$ cat config.mk
export PLATFORM = sky130hd
export DESIGN_NAME = hsv_pixel_scheduler
export DESIGN_NICKNAME = d
export VERILOG_FILES = /design/src/rtl/hsv_pixel_scheduler.sv
export SDC_FILE = /design/constraint.sdc
export NUM_CORES = 1
export LEC_CHECK = 0
export ABC_CLOCK_PERIOD_IN_PS = 2300
export CORE_AREA = 4 4 268 270
export DETAILED_ROUTE_END_ITERATION = 8
export DIE_AREA = 0 0 272 274
export GPL_TIMING_DRIVEN = 0
export PLACE_DENSITY = 0.51
export REMOVE_ABC_BUFFERS = 1
export SLEW_MARGIN = 40
export SYNTH_ARGS = -nofsm -noshare
export SYNTH_HDL_FRONTEND = slang
export SYNTH_SLANG_ARGS = --single-unit
$ cat constraint.sdc
create_clock -name clk_i -period 2.3 [get_ports clk_i]
set_input_delay 0.46 -clock clk_i [delete_from_list [all_inputs] [get_ports clk_i]]
set_output_delay 0.46 -clock clk_i [all_outputs]
set_load 0.01 [all_outputs]
$ cat src/rtl/hsv_pixel_scheduler.sv
`default_nettype none
// ============================================================================
// Module   : hsv_pixel_scheduler
// Purpose  : Round-robin sharing of one RGB-to-HSV converter among 2**IDW
//            pixel requesters, with a done/timeout wait and a tagged response.
// Revision : 1.0 - initial release
// ============================================================================
module hsv_pixel_scheduler #(
    parameter int IDW     = 2,
    parameter int DW      = 32,
    parameter int TIMEOUT = 15
) (
    input  logic                    clk_i,
    input  logic                    rst_ni,
    input  logic [(2**IDW)-1:0]     req_valid_i,
    output logic [(2**IDW)-1:0]     req_ready_o,
    input  logic [(2**IDW)*DW-1:0]  req_r_i,
    input  logic [(2**IDW)*DW-1:0]  req_g_i,
    input  logic [(2**IDW)*DW-1:0]  req_b_i,
    output logic                    conv_start_o,
    output logic [DW-1:0]           conv_r_o,
    output logic [DW-1:0]           conv_g_o,
    output logic [DW-1:0]           conv_b_o,
    input  logic                    conv_done_i,
    input  logic [DW-1:0]           conv_h_i,
    input  logic [DW-1:0]           conv_s_i,
    input  logic [DW-1:0]           conv_v_i,
    output logic                    rsp_valid_o,
    input  logic                    rsp_ready_i,
    output logic [IDW-1:0]          rsp_id_o,
    output logic [DW-1:0]           rsp_h_o,
    output logic [DW-1:0]           rsp_s_o,
    output logic [DW-1:0]           rsp_v_o,
    output logic                    rsp_err_o,
    output logic [1:0]              state_o
);

    localparam int NREQ = 2**IDW;
    localparam int TW   = $clog2(TIMEOUT);

    typedef enum logic [1:0] {
        S_IDLE  = 2'd0,
        S_ISSUE = 2'd1,
        S_WAIT  = 2'd2,
        S_RESP  = 2'd3
    } state_t;

    state_t             state_q;
    logic [IDW-1:0]     ptr_q;
    logic [IDW-1:0]     id_q;
    logic [TW-1:0]      timer_q;
    logic               start_q;
    logic [DW-1:0]      conv_r_q, conv_g_q, conv_b_q;
    logic               rsp_valid_q;
    logic               rsp_err_q;
    logic [DW-1:0]      rsp_h_q, rsp_s_q, rsp_v_q;

    logic               grant_vld;
    logic [IDW-1:0]     grant_idx;
    logic [IDW-1:0]     cand;

    // Search starts one past the last served requester; index wraps mod NREQ.
    always_comb begin
        grant_vld = 1'b0;
        grant_idx = '0;
        cand      = '0;
        for (int k = 1; k <= NREQ; k++) begin
            cand = ptr_q + IDW'(k);
            if (!grant_vld && req_valid_i[cand]) begin
                grant_vld = 1'b1;
                grant_idx = cand;
            end
        end
    end

    assign req_ready_o = (rst_ni && (state_q == S_IDLE) && grant_vld)
                       ? (NREQ'(1) << grant_idx) : '0;

    always_ff @(posedge clk_i or negedge rst_ni) begin
        if (!rst_ni) begin
            state_q     <= S_IDLE;
            ptr_q       <= IDW'(NREQ - 1);
            id_q        <= '0;
            timer_q     <= '0;
            start_q     <= 1'b0;
            conv_r_q    <= '0;
            conv_g_q    <= '0;
            conv_b_q    <= '0;
            rsp_valid_q <= 1'b0;
            rsp_err_q   <= 1'b0;
            rsp_h_q     <= '0;
            rsp_s_q     <= '0;
            rsp_v_q     <= '0;
        end else begin
            case (state_q)
                S_IDLE: begin
                    if (grant_vld) begin
                        id_q     <= grant_idx;
                        conv_r_q <= req_r_i[int'(grant_idx)*DW +: DW];
                        conv_g_q <= req_g_i[int'(grant_idx)*DW +: DW];
                        conv_b_q <= req_b_i[int'(grant_idx)*DW +: DW];
                        start_q  <= 1'b1;
                        state_q  <= S_ISSUE;
                    end
                end
                S_ISSUE: begin
                    start_q <= 1'b0;
                    timer_q <= '0;
                    state_q <= S_WAIT;
                end
                S_WAIT: begin
                    // A done arriving on the final timer count still wins.
                    if (conv_done_i) begin
                        rsp_h_q     <= conv_h_i;
                        rsp_s_q     <= conv_s_i;
                        rsp_v_q     <= conv_v_i;
                        rsp_err_q   <= 1'b0;
                        rsp_valid_q <= 1'b1;
                        state_q     <= S_RESP;
                    end else if (timer_q == TW'(TIMEOUT - 1)) begin
                        rsp_h_q     <= '0;
                        rsp_s_q     <= '0;
                        rsp_v_q     <= '0;
                        rsp_err_q   <= 1'b1;
                        rsp_valid_q <= 1'b1;
                        state_q     <= S_RESP;
                    end else begin
                        timer_q <= timer_q + 1'b1;
                    end
                end
                S_RESP: begin
                    if (rsp_ready_i) begin
                        ptr_q       <= id_q;
                        rsp_valid_q <= 1'b0;
                        state_q     <= S_IDLE;
                    end
                end
                default: state_q <= S_IDLE;
            endcase
        end
    end

    assign conv_start_o = start_q;
    assign conv_r_o     = conv_r_q;
    assign conv_g_o     = conv_g_q;
    assign conv_b_o     = conv_b_q;
    assign rsp_valid_o  = rsp_valid_q;
    assign rsp_id_o     = id_q;
    assign rsp_h_o      = rsp_h_q;
    assign rsp_s_o      = rsp_s_q;
    assign rsp_v_o      = rsp_v_q;
    assign rsp_err_o    = rsp_err_q;
    assign state_o      = state_q;

endmodule
`default_nettype wire

==> flow_summary.json <==
{
  "max_freq_mhz": 396,
  "synthArstFlopShare": 1.00,
  "drive_gt1_frac": 0.159,
  "synth_ff_type": "dfrtp_1",
  "die_y_um": 274,
  "final_cell_area_um2": 21300,
  "worst_setup_path_start_kind": "register",
  "cts_tree": "built",
  "cp.depth": 6,
  "swShare": 0.393,
  "core_um2": 69500,
  "dp.cells": 2543,
  "finalSetupViolations": 47,
  "dr.pass1.iters": 5,
  "crit_type": "reg -> out",
  "regToRegSetupSlack_ns": -0.14,
  "reg2reg_to": "conv_g_o[14]",
  "worst_setup_path_endpoint": "req_ready_o[1]",
  "seq_area_um2": 5130,
  "syn_area_um2": 10200,
  "htreeDepth": 1,
  "cp_top_family": "flip-flops",
  "cp-end-kind": "output port",
  "timing.hold.ws_ns": 0.00594,
  "clockPowerShare": 0.174,
  "comb_power_share": 0.583,
  "cts_root_buf": "clkbuf_16",
  "reg2regPathDepth": 11,
  "violations": "negative setup slack",
  "startpoint": "ptr_q[1]",
  "start_util": 0.147,
  "p_int_mw": 16.2,
  "routedWlPerCell_um": 26.3,
  "synth_edf_count": 0,
  "synth_warnings": 0,
  "fin_skew_ns": 0.0113,
  "post-route-min-period_ns": 2.53,
  "groute.usage.overall": 0.164,
  "nFillCells": 7100,
  "clockBufferDepth": 3,
  "postSynthAreaPerCell_um2": 10.5,
  "insertion_delay_ns": 0.57,
  "power.share.sequential": 0.243,
  "numCtsBuffers": 27,
  "worst_path_most_repeated_cell": "buf_6",
  "status": "finished with violations",
  "cp_cell_sequence": "buf_6 -> o21ai_4 -> a32o_4 -> buf_16 -> and3_4 -> buf_6",
  "viasPerCell": 4.58,
  "cpPeakStageDelay_ns": 0.58,
  "final_antenna_net_count": 0,
  "fin_util": 0.306,
  "place_ws_ns": -1.81,
  "area_growth_pct": 108,
  "crit_slowest_cell": "dfstp_2",
  "ys_types": 49,
  "io_pins": 691,
  "synthCells": 978,
  "rows": 97,
  "power_switching_mw": 10.5,
  "synth_seq_cells": 205,
  "rsz0062_at_grt": "yes",
  "grt_pass1_vias": 12600,
  "die_area_um2": 74500,
  "finalPower_mw": 26.7,
  "ir_drop_mv": 0.673,
  "setup_slack_ns": -0.226,
  "cts.clk_slew.worst_paths_ns": 0.06,
  "io_buffers": 690,
  "initialDrtViolationCount": 644,
  "remaining_drc_errors": 0,
  "grt_max_degree": 71,
  "nNetsFinal": 2194,
  "grt_pass1_wl_mm": 90.8,
  "powerDensity_nw_per_um2": 1250,
  "required_ns": 1.84,
  "wirelength_mm": 69.9,
  "dp_hpwl_mm": 45.9,
  "r2r_start": "ptr_q[1]",
  "p_leak_nw": 8.17,
  "antenna_found_initial": 10,
  "placed_cell_area_um2": 18600,
  "final_cell_mix": "681 x clkdlybuf4s50_1, 202 x dfrtp_1, 103 x nor2_1",
  "layout_commonest_cell": "clkdlybuf4s50_1",
  "multi_input_area_um2": 5160,
  "grt_overflow": 0,
  "stdcell_count": 2660,
  "die_w_um": 272,
  "synth-seq-area-share": 0.502,
  "cts_num_sinks": 205,
  "hp-class": "in -> async",
  "post-route-period-util": 1.10,
  "maxCapViolations": 0,
  "worst_slew_pin_slew_ns": 0.684,
  "hold_violations": 0,
  "worst-path-buf-inv": 3,
  "final-max-slew-violation-count": 0,
  "diodes": 0,
  "slew_headroom": 0.544,
  "routabilityCongestion": 0.869,
  "critPathMaxFanout": 5,
  "via_count": 12200,
  "arrival_ns": 2.07,
  "tns_ns": -4.42
}
-- layer usage --
layer  share of wire  vias to the layer above  GRT usage
li1                -                     5273          -
met1            0.38                     6085      0.187
met2            0.50                      687      0.296
met3           0.080                      122     0.0443
met4           0.035                        8     0.0571
met5         0.00074                        -          0
-- power by group through the flow --
stage / registers [mW] / logic [mW] / clock network (mW)
4_1_cts: 6.50 / 14.5 / 4.80
6_report: 6.48 / 15.6 / 4.63
3_5_place_dp: 6.58 / 12.7 / 0
5_1_grt: 6.69 / 16.4 / 4.93
3_3_place_gp: 6.49 / 11.2 / 0
2_1_floorplan: 7.14 / 4.50 / 0
-- tightest hold or removal path, stage by stage --
cell and delay, ns:
buf_8 0.11, buf_16 0.13, buf_16 0.26
-- final cells by class --
class / instances / area share
clock inverter: 20 / 0.0117
clock buffer: 30 / 0.0333
multi-input combinational: 657 / 0.243
sequential: 205 / 0.241
inverter: 5 / 0.000883
timing repair buffer: 803 / 0.414
tap: 940 / 0.0553
-- kinds of logic (layout without fill, tap and decap cells) --
logic type | count (synthesis) | count (layout) | share of synthesized area
AO/OA/AOI/OAI | 411 | 413 | 0.331
AND/OR/NAND/NOR | 231 | 231 | 0.0921
flip-flops | 205 | 205 | 0.502
buffers and inverters | 118 | 858 | 0.0603
adder cells (fa/ha/maj) | 7 | 7 | 0.00857
multiplexers | 4 | 4 | 0.00428
XOR/XNOR | 2 | 2 | 0.00171
-- state kept, by name (all words and copies together), names as in the netlist --
signal        flops
conv_b_o         32
conv_g_o         32
conv_r_o         32
conv_start_o      1
ptr_q             2
rsp_err_o         1
rsp_h_o          32
rsp_id_o          2
rsp_s_o          32
rsp_v_o          32
rsp_valid_o       1
state_o           2
timer_q           4
-- timing repair --
item,CTS,global route
buffers inserted,36,14
pin swaps,12,19
setup endpoints to repair,90,59
hold endpoints to repair,134,19
gates cloned,14,12
resized for setup,75,78
hold buffers,1,5
-- how the worst min path moves through the flow --
| stage | from | to |
|---|---|---|
| 2_1_floorplan | rst_ni | conv_b_o[0] |
| 3_3_place_gp | rsp_h_o[4] | rsp_h_o[4] |
| 3_5_place_dp | rst_ni | conv_b_o[27] |
| 4_1_cts | rst_ni | conv_b_o[12] |
| 5_1_grt | rst_ni | conv_r_o[22] |
| 6_report | rst_ni | conv_r_o[22] |
-- Yosys cell counts (2+ instances only) --
cell	n	area [um2]
dfstp_2	2	52.6
inv_1	5	18.8
and3_1	5	31.3
a21oi_1	5	25.0
nand2b_1	7	43.8
nand3_1	5	25.0
nand2_1	100	375
mux2_2	3	33.8
buf_4	17	128
ha_1	7	87.6
o21ai_1	3	15.0
o21ai_0	4	20.0
nor2b_1	2	12.5
clkbuf_1	62	233
nor2_1	103	387
xor2_1	2	17.5
a22o_1	96	841
a31oi_1	96	601
a221oi_1	67	587
dfrtp_1	203	5080
o2bb2ai_1	2	17.5
a21boi_0	2	15.0
o211ai_1	96	721
buf_6	11	124
a221oi_2	29	435
buf_2	21	105
Power figures use the tool's default switching activity.
